### src/rtl/shader_sequencer.sv
// Shader/mode sequencer: debounced next/prev buttons with hold-repeat and an
// optional auto-cycle timer step through a shader list and one shader's sub-modes.
module shader_sequencer #(
  parameter int NUM_SHADERS = 7,
  parameter logic [4*NUM_SHADERS-1:0] SHADER_MAP = {4'h9, 4'h2, 4'h4, 4'h8, 4'h7, 4'h3, 4'h6},
  parameter int SUB_IDX = 6,
  parameter int NUM_SUB = 4,
  parameter int DEBOUNCE_CYCLES = 500000,
  parameter int REPEAT_DELAY = 12500000,
  parameter int REPEAT_RATE = 5000000,
  parameter int AUTO_CYCLES = 125000000,
  localparam int IDX_W = (NUM_SHADERS > 1) ? $clog2(NUM_SHADERS) : 1,
  localparam int SUB_W = (NUM_SUB > 1) ? $clog2(NUM_SUB) : 1
) (
  input  logic             clk,
  input  logic             rst_n,
  input  logic             btn_next_n,
  input  logic             btn_prev_n,
  input  logic             auto_en,
  output logic [3:0]       shader_select,
  output logic [SUB_W-1:0] sub_select,
  output logic [IDX_W-1:0] index,
  output logic             step_pulse
);

  localparam int DB_W = $clog2(DEBOUNCE_CYCLES + 1);
  localparam int HOLD_MAX = (REPEAT_DELAY > REPEAT_RATE) ? REPEAT_DELAY : REPEAT_RATE;
  localparam int HOLD_W = $clog2(HOLD_MAX + 1);
  localparam int AUTO_W = $clog2(AUTO_CYCLES + 1);

  localparam logic [DB_W-1:0]   DB_LAST   = DB_W'(DEBOUNCE_CYCLES - 1);
  localparam logic [HOLD_W-1:0] DELAY_V   = HOLD_W'(REPEAT_DELAY);
  localparam logic [HOLD_W-1:0] RATE_V    = HOLD_W'(REPEAT_RATE);
  localparam logic [AUTO_W-1:0] AUTO_LAST = AUTO_W'(AUTO_CYCLES - 1);
  localparam logic [IDX_W-1:0]  IDX_LAST  = IDX_W'(NUM_SHADERS - 1);
  localparam logic [IDX_W-1:0]  SUB_AT    = IDX_W'(SUB_IDX);
  localparam logic [SUB_W-1:0]  SUB_LAST  = SUB_W'(NUM_SUB - 1);

  // Bit 0 is the next button, bit 1 the prev button.
  logic [1:0] btn_raw;
  logic [1:0] stable;
  logic [1:0] press;
  logic [1:0] ev;

  assign btn_raw = {btn_prev_n, btn_next_n};

  for (genvar g = 0; g < 2; g++) begin : g_btn
    logic              s1;
    logic              s2;
    logic              stb;
    logic              rep;
    logic              ev_q;
    logic              flip;
    logic              fire;
    logic [DB_W-1:0]   db_cnt;
    logic [HOLD_W-1:0] hold;

    assign flip = (s2 != stb) && (db_cnt == DB_LAST);
    // First repeat waits REPEAT_DELAY held cycles, later ones REPEAT_RATE.
    assign fire = !stb && (REPEAT_DELAY != 0) && (rep ? (hold == RATE_V) : (hold == DELAY_V));

    always_ff @(posedge clk or negedge rst_n) begin
      if (!rst_n) begin
        s1     <= 1'b1;
        s2     <= 1'b1;
        stb    <= 1'b1;
        db_cnt <= '0;
        hold   <= '0;
        rep    <= 1'b0;
        ev_q   <= 1'b0;
      end else begin
        s1 <= btn_raw[g];
        s2 <= s1;
        if (s2 == stb) begin
          db_cnt <= '0;
        end else if (flip) begin
          stb    <= ~stb;
          db_cnt <= '0;
        end else begin
          db_cnt <= db_cnt + DB_W'(1);
        end
        if (stb) begin
          hold <= '0;
          rep  <= 1'b0;
        end else if (fire) begin
          hold <= HOLD_W'(1);
          rep  <= 1'b1;
        end else if (REPEAT_DELAY != 0) begin
          hold <= hold + HOLD_W'(1);
        end
        ev_q <= (flip && stb) || fire;
      end
    end

    assign stable[g] = stb;
    assign press[g]  = flip && stb;
    assign ev[g]     = ev_q;
  end

  logic              any_low;
  logic              auto_hit;
  logic              auto_req;
  logic              req_next;
  logic              req_prev;
  logic              do_next;
  logic              do_prev;
  logic [AUTO_W-1:0] auto_cnt;

  assign any_low  = ~&stable;
  assign auto_hit = (auto_cnt == AUTO_LAST);
  assign auto_req = auto_en && auto_hit && !any_low;
  assign req_next = ev[0] || auto_req;
  assign req_prev = ev[1];
  // Opposing requests in the same cycle cancel each other.
  assign do_next  = req_next && !req_prev;
  assign do_prev  = req_prev && !req_next;

  always_ff @(posedge clk or negedge rst_n) begin
    if (!rst_n) begin
      auto_cnt <= '0;
    end else if (!auto_en || do_next || do_prev || (|press) || auto_hit) begin
      auto_cnt <= '0;
    end else begin
      auto_cnt <= auto_cnt + AUTO_W'(1);
    end
  end

  logic [IDX_W-1:0] idx_d;
  logic [SUB_W-1:0] sub_d;
  logic [3:0]       shader_d;

  always_comb begin
    idx_d = index;
    sub_d = sub_select;
    if (do_next) begin
      if (index == SUB_AT && sub_select != SUB_LAST) begin
        sub_d = sub_select + SUB_W'(1);
      end else begin
        sub_d = '0;
        idx_d = (index == IDX_LAST) ? '0 : index + IDX_W'(1);
      end
    end else if (do_prev) begin
      if (index == SUB_AT && sub_select != '0) begin
        sub_d = sub_select - SUB_W'(1);
      end else begin
        idx_d = (index == '0) ? IDX_LAST : index - IDX_W'(1);
        sub_d = (idx_d == SUB_AT) ? SUB_LAST : '0;
      end
    end
    // Explicit lookup keeps non-power-of-two list sizes safe.
    shader_d = SHADER_MAP[3:0];
    for (int i = 0; i < NUM_SHADERS; i++) begin
      if (idx_d == IDX_W'(i)) shader_d = SHADER_MAP[4*i +: 4];
    end
  end

  always_ff @(posedge clk or negedge rst_n) begin
    if (!rst_n) begin
      index         <= '0;
      sub_select    <= '0;
      shader_select <= SHADER_MAP[3:0];
      step_pulse    <= 1'b0;
    end else begin
      index         <= idx_d;
      sub_select    <= sub_d;
      shader_select <= shader_d;
      step_pulse    <= do_next || do_prev;
    end
  end

endmodule
### config.mk
export PLATFORM = sky130hd
export DESIGN_NAME = shader_sequencer
export DESIGN_NICKNAME = d
export VERILOG_FILES = /design/src/rtl/shader_sequencer.sv
export SDC_FILE = /design/constraint.sdc
export NUM_CORES = 1
export LEC_CHECK = 0
export CORE_UTILIZATION = 45
export DETAILED_ROUTE_END_ITERATION = 8
export MAX_ROUTING_LAYER = met4
export PLACE_DENSITY = 0.68
export SLEW_MARGIN = 25
export SYNTH_ARGS = -nofsm -noshare
export SYNTH_HDL_FRONTEND = slang
export SYNTH_SLANG_ARGS = --single-unit
### constraint.sdc
create_clock -name clk -period 7.27 [get_ports clk]
set_input_delay 2.181 -clock clk [delete_from_list [all_inputs] [get_ports clk]]
set_output_delay 2.181 -clock clk [all_outputs]
set_load 0.01 [all_outputs]
== After elaboration in Yosys (flattened, before gate mapping) ==
Cells that the tools add are included.
Operators by class
  add/sub/neg operators: 9
  multipliers: 0
  div/mod/pow operators: 0
  $lt $le $gt $ge: 0
  equality and inequality tests: 20
  shift-type cells: 0
  muxes and demuxes: 32
  bitwise gates (word level): 4
  reduce and logical (&&, ||, !) cells: 34
Operators by type and width (number)
  $mux 24: 4
  $mux 19: 4
  $add 24x1->24 const B: 2
  $eq 24x23->1 const B: 2
  $eq 24x24->1 const B: 2
  $add 19x1->19 const B: 2
  $eq 19x19->1 const B: 2
  $add 27x1->27 const B: 1
  $eq 27x27->1 const B: 1
  $mux 27: 1
  $mux 3: 7
  $mux 4: 5
  $eq 3x3->1 const B: 5
  $logic_and 1x1->1: 12
  $mux 2: 5
  $logic_or 1x1->1: 8
  $reduce_bool 2->1: 4
  $eq 3x2->1 const B: 2
  $mux 1: 6
  $reduce_and 2->1: 3
  $logic_not 1->1: 5
  $not 1->1: 4
  $add 3x1->3 const B: 1
  $eq 3x1->1 const B: 1
  other kinds (8): 10
Storage, ports and cells
  register bits after elaboration: 133
  latch bits: 0
  memory bits (writable): 0
  memory bits (read-only): 0
  input port bits: 5
  memories kept: 0

== Logic depth before layout (Yosys ltp) ==
Gate-level depths: netlist of the first run.
  depth after elaboration: 15
  mapped depth: 13
  gate-level depth less buffers: 12

== Worst setup path before layout of the first run ==
Ideal clock, no wire load.
  kind: input -> register
  start: in auto_en
  end: reg shader_select[2]
  arrival: 3.732 ns
  data required time: 7.195 ns
  setup slack: 3.463 ns
  stages: 9
  buffers on the path: 1
  cell sequence: a41o_1 -> ha_1 -> clkbuf_1 -> nor2_1 -> and3_1 -> a221oi_1 -> inv_1 -> nand2_1 -> xor2_1
Between the ends
  cells in the longest elaborated chain, start to end: 14
RTL lines
  start, declared: line 19  | input logic auto_en,
  $logic_and 1x1->1 (*) (2 in a row): line 111  | assign auto_req = auto_en && auto_hit && !any_low;
  $logic_or 1x1->1 (*): line 112  | assign req_next = ev[0] || auto_req;
  $logic_not 1->1: line 116  | assign do_prev = req_prev && !req_next;
  $logic_and 1x1->1: line 116
  $mux 3: line 142  | end else if (do_prev) begin
  $mux 3 (*): line 135  | if (do_next) begin
  net idx_d[1]: line 128  | logic [IDX_W-1:0] idx_d;
  $eq 3x1->1: line 153  | if (idx_d == IDX_W'(i)) shader_d = SHADER_MAP[4*i +: 4];
  $mux 3: line 153
  $mux 4 (4 in a row): line 153
  $mux 4 (*): line 153
  net shader_d[2]: line 130  | logic [3:0] shader_d;
  end signal, assigned: line 161  | shader_select <= SHADER_MAP[3:0];
  end signal, assigned: line 166  | shader_select <= shader_d;
  end, declared: line 20  | output logic [3:0] shader_select,
The timed path passes the listed nets; every way through them passes the cells marked *.
A chain may end at the register's enable or synchronous reset.

== Final worst setup path of the first run ==
  start: in auto_en
  end: reg auto_cnt[13]
Between the ends
  cells in the longest elaborated chain, start to end: 9
RTL lines
  $logic_and 1x1->1 (2 in a row): line 111
  $logic_or 1x1->1: line 112
  $logic_and 1x1->1 or $logic_not 1->1 (tied branches): line 115, 116
  $logic_or 1x1->1 or $logic_and 1x1->1 (tied branches): line 121, 116
  $logic_or 1x1->1 (*) (3 in a row): line 121  | end else if (!auto_en || do_next || do_prev || (|press) || auto_hit) begin
  $mux 27 (*): line 121
  end signal, assigned: line 124  | auto_cnt <= auto_cnt + AUTO_W'(1);
  end, declared: line 107  | logic [AUTO_W-1:0] auto_cnt;
Every way passes the cells marked *; elsewhere a longest branch is shown, timed or not.

==> results of run 1 <==
-- layout by cell type (no fill, tap or decap), drive strengths merged, types with 13 or more instances in the layout --
cell / synthesis / final
nor2: 136 / 136
dfrtp: 125 / 125
xor2: 58 / 58
xnor2: 46 / 46
nand3: 44 / 44
nand2: 34 / 34
nand4: 30 / 30
inv: 29 / 30
and3: 23 / 23
clkbuf: 11 / 21
nor3: 17 / 17
a21oi: 16 / 16
ha: 16 / 16
clkdlybuf4s50: 0 / 13
-- stage by stage --
step                area, µm²  total power, mW  hold WS (ns)
CTS                      7770             1.70         0.355
global placement         7120            0.796         0.347
finish                   7770             1.68         0.354
floorplan                6840            0.778         0.345
global route             7770             1.73         0.357
detailed placement       7140            0.797         0.347
-- cell families (layout without fill, tap and decap cells) --
logic type	after synthesis	after routing	synth area share, %
adder cells (fa/ha/maj)	16	16	2.93
flip-flops	133	133	48.8
buffers and inverters	47	76	2.98
AO/OA/AOI/OAI	44	44	4.36
XOR/XNOR	104	104	13.3
multiplexers	4	4	0.640
AND/OR/NAND/NOR	357	357	27.0
-- power by group --
group / leakage (nW) / internal, mW / switching, mW
Sequential: 1.77 / 0.747 / 0.00530
Clock: 0.298 / 0.575 / 0.322
Combinational: 1.32 / 0.00740 / 0.0234
Total: 3.39 / 1.33 / 0.350
-- per-layer routing --
layer	share of wire (%)	up-vias
li1	-	2456
met5	0	-
met2	46	68
met1	49	2435
met3	3.1	26
met4	1.7	0
-- flip-flops by register name (all words and copies together), names as in the netlist --
| signal | cells |
|---|---|
| g_btn.ev_q | 2 |
| g_btn.hold | 48 |
| g_btn.stb | 2 |
| g_btn.db_cnt | 38 |
| shader_select | 4 |
| step_pulse | 1 |
| g_btn.s1 | 2 |
| auto_cnt | 27 |
| g_btn.s2 | 2 |
| g_btn.rep | 2 |
| index | 3 |
| sub_select | 2 |
-- worst max-delay path, cell delays in order --
cell and delay, ns:
clkdlybuf4s50_1 0.43, a41o_1 0.24, ha_1 0.31, nor3b_1 0.21
o21ai_0 0.11, a211o_1 0.60, nor2_1 0.23
-- final cells by class --
| type | count | share of cell area, % |
|---|---|---|
| Clock buffer | 21 | 6.18 |
| Clock inverter | 11 | 1.90 |
| Multi-Input combinational cell | 525 | 42.6 |
| Timing Repair Buffer | 15 | 1.96 |
| Tap cell | 184 | 2.96 |
| Sequential cell | 133 | 43.0 |
| Inverter | 29 | 1.40 |
-- worst paths after layout --
kind	to	start	slack [ns]
max	auto_cnt[13]	auto_en	3.28
min	g_btn[0].s2	g_btn[0].s1	0.35
max reg2reg	auto_cnt[13]	auto_cnt[15]	4.35
min reg2reg	g_btn[0].s2	g_btn[0].s1	0.35
max in group asynchronous	g_btn[1].ev_q	rst_n	4.53
min in group asynchronous	g_btn[1].hold[23]	rst_n	1.71
==> flow_summary.json, run 1 <==
{
  "setup_tns_ns": 0,
  "max_slew.worst_pin.slew_ns": 0.919,
  "fp.dieW_um": 125,
  "grt_pass1_vias": 5015,
  "yosysUniqueCellTypes": 56,
  "worst_slack_ns": 3.28,
  "finalCritPeriodShare_pct": 54.9,
  "portBuffers": 14,
  "drc": 2,
  "crit_type": "in -> reg",
  "top_usage_layer": "met2",
  "yosysSeqAreaShare_pct": 48.8,
  "violations": "DRC",
  "wire_per_inst_um": 14.3,
  "yosysTopAreaCell": "dfrtp_1",
  "diodes": 0,
  "setup.worst_path.start_class": "primary input",
  "min_period_ns": 3.99,
  "pwr_density_cell_mw_per_mm2": 216,
  "syn-cell-area_mm2": 0.00684,
  "clock-sinks": 133,
  "fmax_ghz": 0.250,
  "synth.most_common_cell": "nor2_1",
  "pin_count": 15,
  "multiInputGateArea_mm2": 0.00331,
  "place.gp.congestion": 0.784,
  "grt_use_met2_pct": 28.9,
  "peakVddDrop_mv": 0.180,
  "cts_tree": "yes",
  "drv_slew": 0,
  "ys.flop_type": "dfrtp_1",
  "cp.arrival_ns": 4.33,
  "finalSetupViolCount": 0,
  "holdPathStages": 0,
  "rsz0062_at_grt": "no",
  "synth_cells": 705,
  "clk_latency_ns": 0.42,
  "use_met1_pct": 24.8,
  "async_flop_share_pct": 100,
  "die_h_um": 125,
  "post_cts_buffers": 0,
  "endpoint_kind": "flop",
  "max-cap-violations": 0,
  "fin_worst_skew_ns": 0.00864,
  "syn_to_final_growth_pct": 13.7,
  "cts_hold_buf": 0,
  "fill_cells": 1271,
  "ys_ff_latch": 133,
  "drtIter0Drc": 376,
  "fin_nets": 742,
  "antenna_left": 0,
  "drive_gt1_share_pct": 8.04,
  "cts_root_buffer": "clkbuf_16",
  "final_hold_viol_count": 0,
  "seqCellArea_mm2": 0.00334,
  "cts_buffers": 17,
  "antenna_found_initial": 0,
  "reg2reg_depth": 9,
  "yosys.area.top_type_share_pct": 45.7,
  "dieArea_mm2": 0.0157,
  "ctsHtreeMaxLevel": 4,
  "pre_cts_ws_ns": 2.84,
  "initial_utilization_pct": 46.5,
  "grt_overflow": 0,
  "critical_path_required_ns": 7.61,
  "core_area_mm2": 0.0147,
  "synth.area.top_cells": "dfrtp_1, nor2_1, xor2_1",
  "vias": 4985,
  "clk_pin_slew_worst_paths_ns": 0.06,
  "vias_per_cell": 5.43,
  "num_rows": 44,
  "stdcell_count": 918,
  "grt_max_degree": 78,
  "grt_util_met3_pct": 4.58,
  "worst-path-max-fanout": 27,
  "max-slew-margin-rel_pct": 38.8,
  "first_pass_iters": 6,
  "grt_use_total_pct": 19.1,
  "finalWirelength_um": 13100,
  "synth-edff-count": 0,
  "synth.top_cells.by_count": "nor2_1, dfrtp_1, xor2_1",
  "leakage_nw": 3.39,
  "cts_resized": 0,
  "ys_warn_count": 0,
  "place_inst": 886,
  "grt_pass1_wl_um": 23500,
  "fin_util_pct": 52.9,
  "hp-class": "reg -> reg",
  "synth.avg_cell_area_um2": 9.70,
  "dp_hpwl_um": 8940,
  "syn-num-nets": 726,
  "clk_path_buf_depth": 2,
  "status": "finished with violations"
}
(Power assumes the default switching activity.)
==> run 2, diff against run 1 <==
Settings changed: PLACE_DENSITY 0.68 to 0.7.
Clock period 7.27 ns to 3.46 ns, I/O delays scaled along.
==> flow_summary.json, run 2 (synthesis gave the netlist of run 1 again) <==
{
  "critical_path_required_ns": 3.81,
  "initial_utilization_pct": 46.5,
  "fin_util_pct": 53.0,
  "crit_family": "simple AND/OR/NAND/NOR gates",
  "top_regs": "g_btn.hold x48, g_btn.db_cnt x38, auto_cnt x27",
  "place_inst": 891,
  "pin_count": 15,
  "finalPower_mw": 3.52,
  "violations": "DRC",
  "ctsHtreeMaxLevel": 4,
  "hp-class": "reg -> reg",
  "multiInputGateArea_mm2": 0.00330,
  "dieArea_mm2": 0.0157,
  "core_area_mm2": 0.0147,
  "grt_max_degree": 57,
  "grt_use_total_pct": 19.0,
  "diodes": 0,
  "endpoint_kind": "flop",
  "rrSetupSlack_ns": 0.45,
  "holdWs_ns": 0.354,
  "num_rows": 44,
  "status": "finished with violations",
  "post_cts_buffers": 0,
  "finalSetupViolCount": 0,
  "min_from": "g_btn[1].s1",
  "clock-sinks": 133,
  "cp.arrival_ns": 3.35,
  "vias_per_cell": 5.39,
  "cp_slowest_cell": "a221oi_1",
  "worst_slack_ns": 0.453,
  "cts_buffers": 17,
  "clk_latency_ns": 0.42,
  "stdcell_count": 923,
  "pre_cts_ws_ns": 0.0901,
  "drc": 1,
  "rr_startpoint": "auto_cnt[0]",
  "fmax_ghz": 0.333,
  "grt_pass1_vias": 4915,
  "cts_tree": "yes",
  "cts_hold_buf": 0,
  "crit_buf_inv": 1,
  "vias": 4972,
  "syn_to_final_growth_pct": 13.9,
  "final_area_mm2": 0.00779,
  "portBuffers": 14,
  "dp_hpwl_um": 8950,
  "largest_reg_flops": 48,
  "path_cells": "ha_1, and4_1, nand4_1, nor2_1, a41o_1, ha_1, nor2_1, and3_1, a221oi_1, inv_1, nand2_1, xor2_1",
  "crit_type": "reg -> reg",
  "antenna_left": 0,
  "cts_resized": 0,
  "grt_overflow": 0,
  "clk_pin_slew_worst_paths_ns": 0.06,
  "drv_slew": 0,
  "setup_tns_ns": 0,
  "min_period_ns": 3.01,
  "first_pass_iters": 7,
  "seqCellArea_mm2": 0.00334,
  "largest_register": "g_btn.hold",
  "placed_area_mm2": 0.00717,
  "pwr_density_cell_mw_per_mm2": 452,
  "cts_root_buffer": "clkbuf_16",
  "final_hold_viol_count": 0,
  "cpPeakStageDelay_ns": 0.53,
  "mostFrequentLayoutCell": "nor2_1",
  "fin_worst_skew_ns": 0.00717,
  "clk_path_buf_depth": 2,
  "rsz0062_at_grt": "no",
  "worstSetupStartpoint": "auto_cnt[0]",
  "drive_gt1_share_pct": 7.98,
  "leakage_nw": 3.42,
  "finalCritPeriodShare_pct": 86.9,
  "max-cap-violations": 0,
  "finalWirelength_um": 13200,
  "wire_per_inst_um": 14.3,
  "fin_nets": 747,
  "grt_pass1_wl_um": 23300,
  "max-slew-margin-rel_pct": 39.5,
  "die_h_um": 125,
  "fill_cells": 1299,
  "fp.dieW_um": 125,
  "layout_common_cells": "nor2_1, dfrtp_1, xor2_1",
  "worst-path-max-fanout": 12,
  "peakVddDrop_mv": 0.378,
  "max_slew.worst_pin.slew_ns": 0.907,
  "antenna_found_initial": 0,
  "place.gp.congestion": 0.852,
  "setup.worst_path.start_class": "flop",
  "drtIter0Drc": 360
}
==> run 2: worst paths after layout <==
path / to / cells after the start
min reg2reg: g_btn[1].s2 / 0
max reg2reg: shader_select[2] / 12
max in group asynchronous: g_btn[0].s1 / 2
min: g_btn[1].s2 / 0
min in group asynchronous: g_btn[1].hold[7] / 1
max: shader_select[2] / 12
==> run 2: where the power goes <==
group	internal (mW)	switching, mW	total, mW	leakage (nW)
logic	0.0170	0.0495	0.0665	1.35
registers	1.57	0.0110	1.58	1.77
clock network	1.22	0.653	1.88	0.302
total	2.81	0.713	3.52	3.42
==> run 2: layout make-up <==
type	instances	area share, %
clock inverters	8	1.54
well taps	184	2.96
flip-flops and latches	133	42.9
clock buffers	24	6.44
repair buffers	20	2.51
inverters	29	1.40
multi-input cells	525	42.3
==> run 2: routing by layer <==
metal | vias up | share of wire, % | GRT usage, %
li1 | 2461 | - | -
met1 | 2440 | 47 | 24.3
met2 | 58 | 48 | 29.5
met3 | 13 | 2.8 | 4.45
met4 | 0 | 1.4 | 6.67
met5 | - | 0 | -
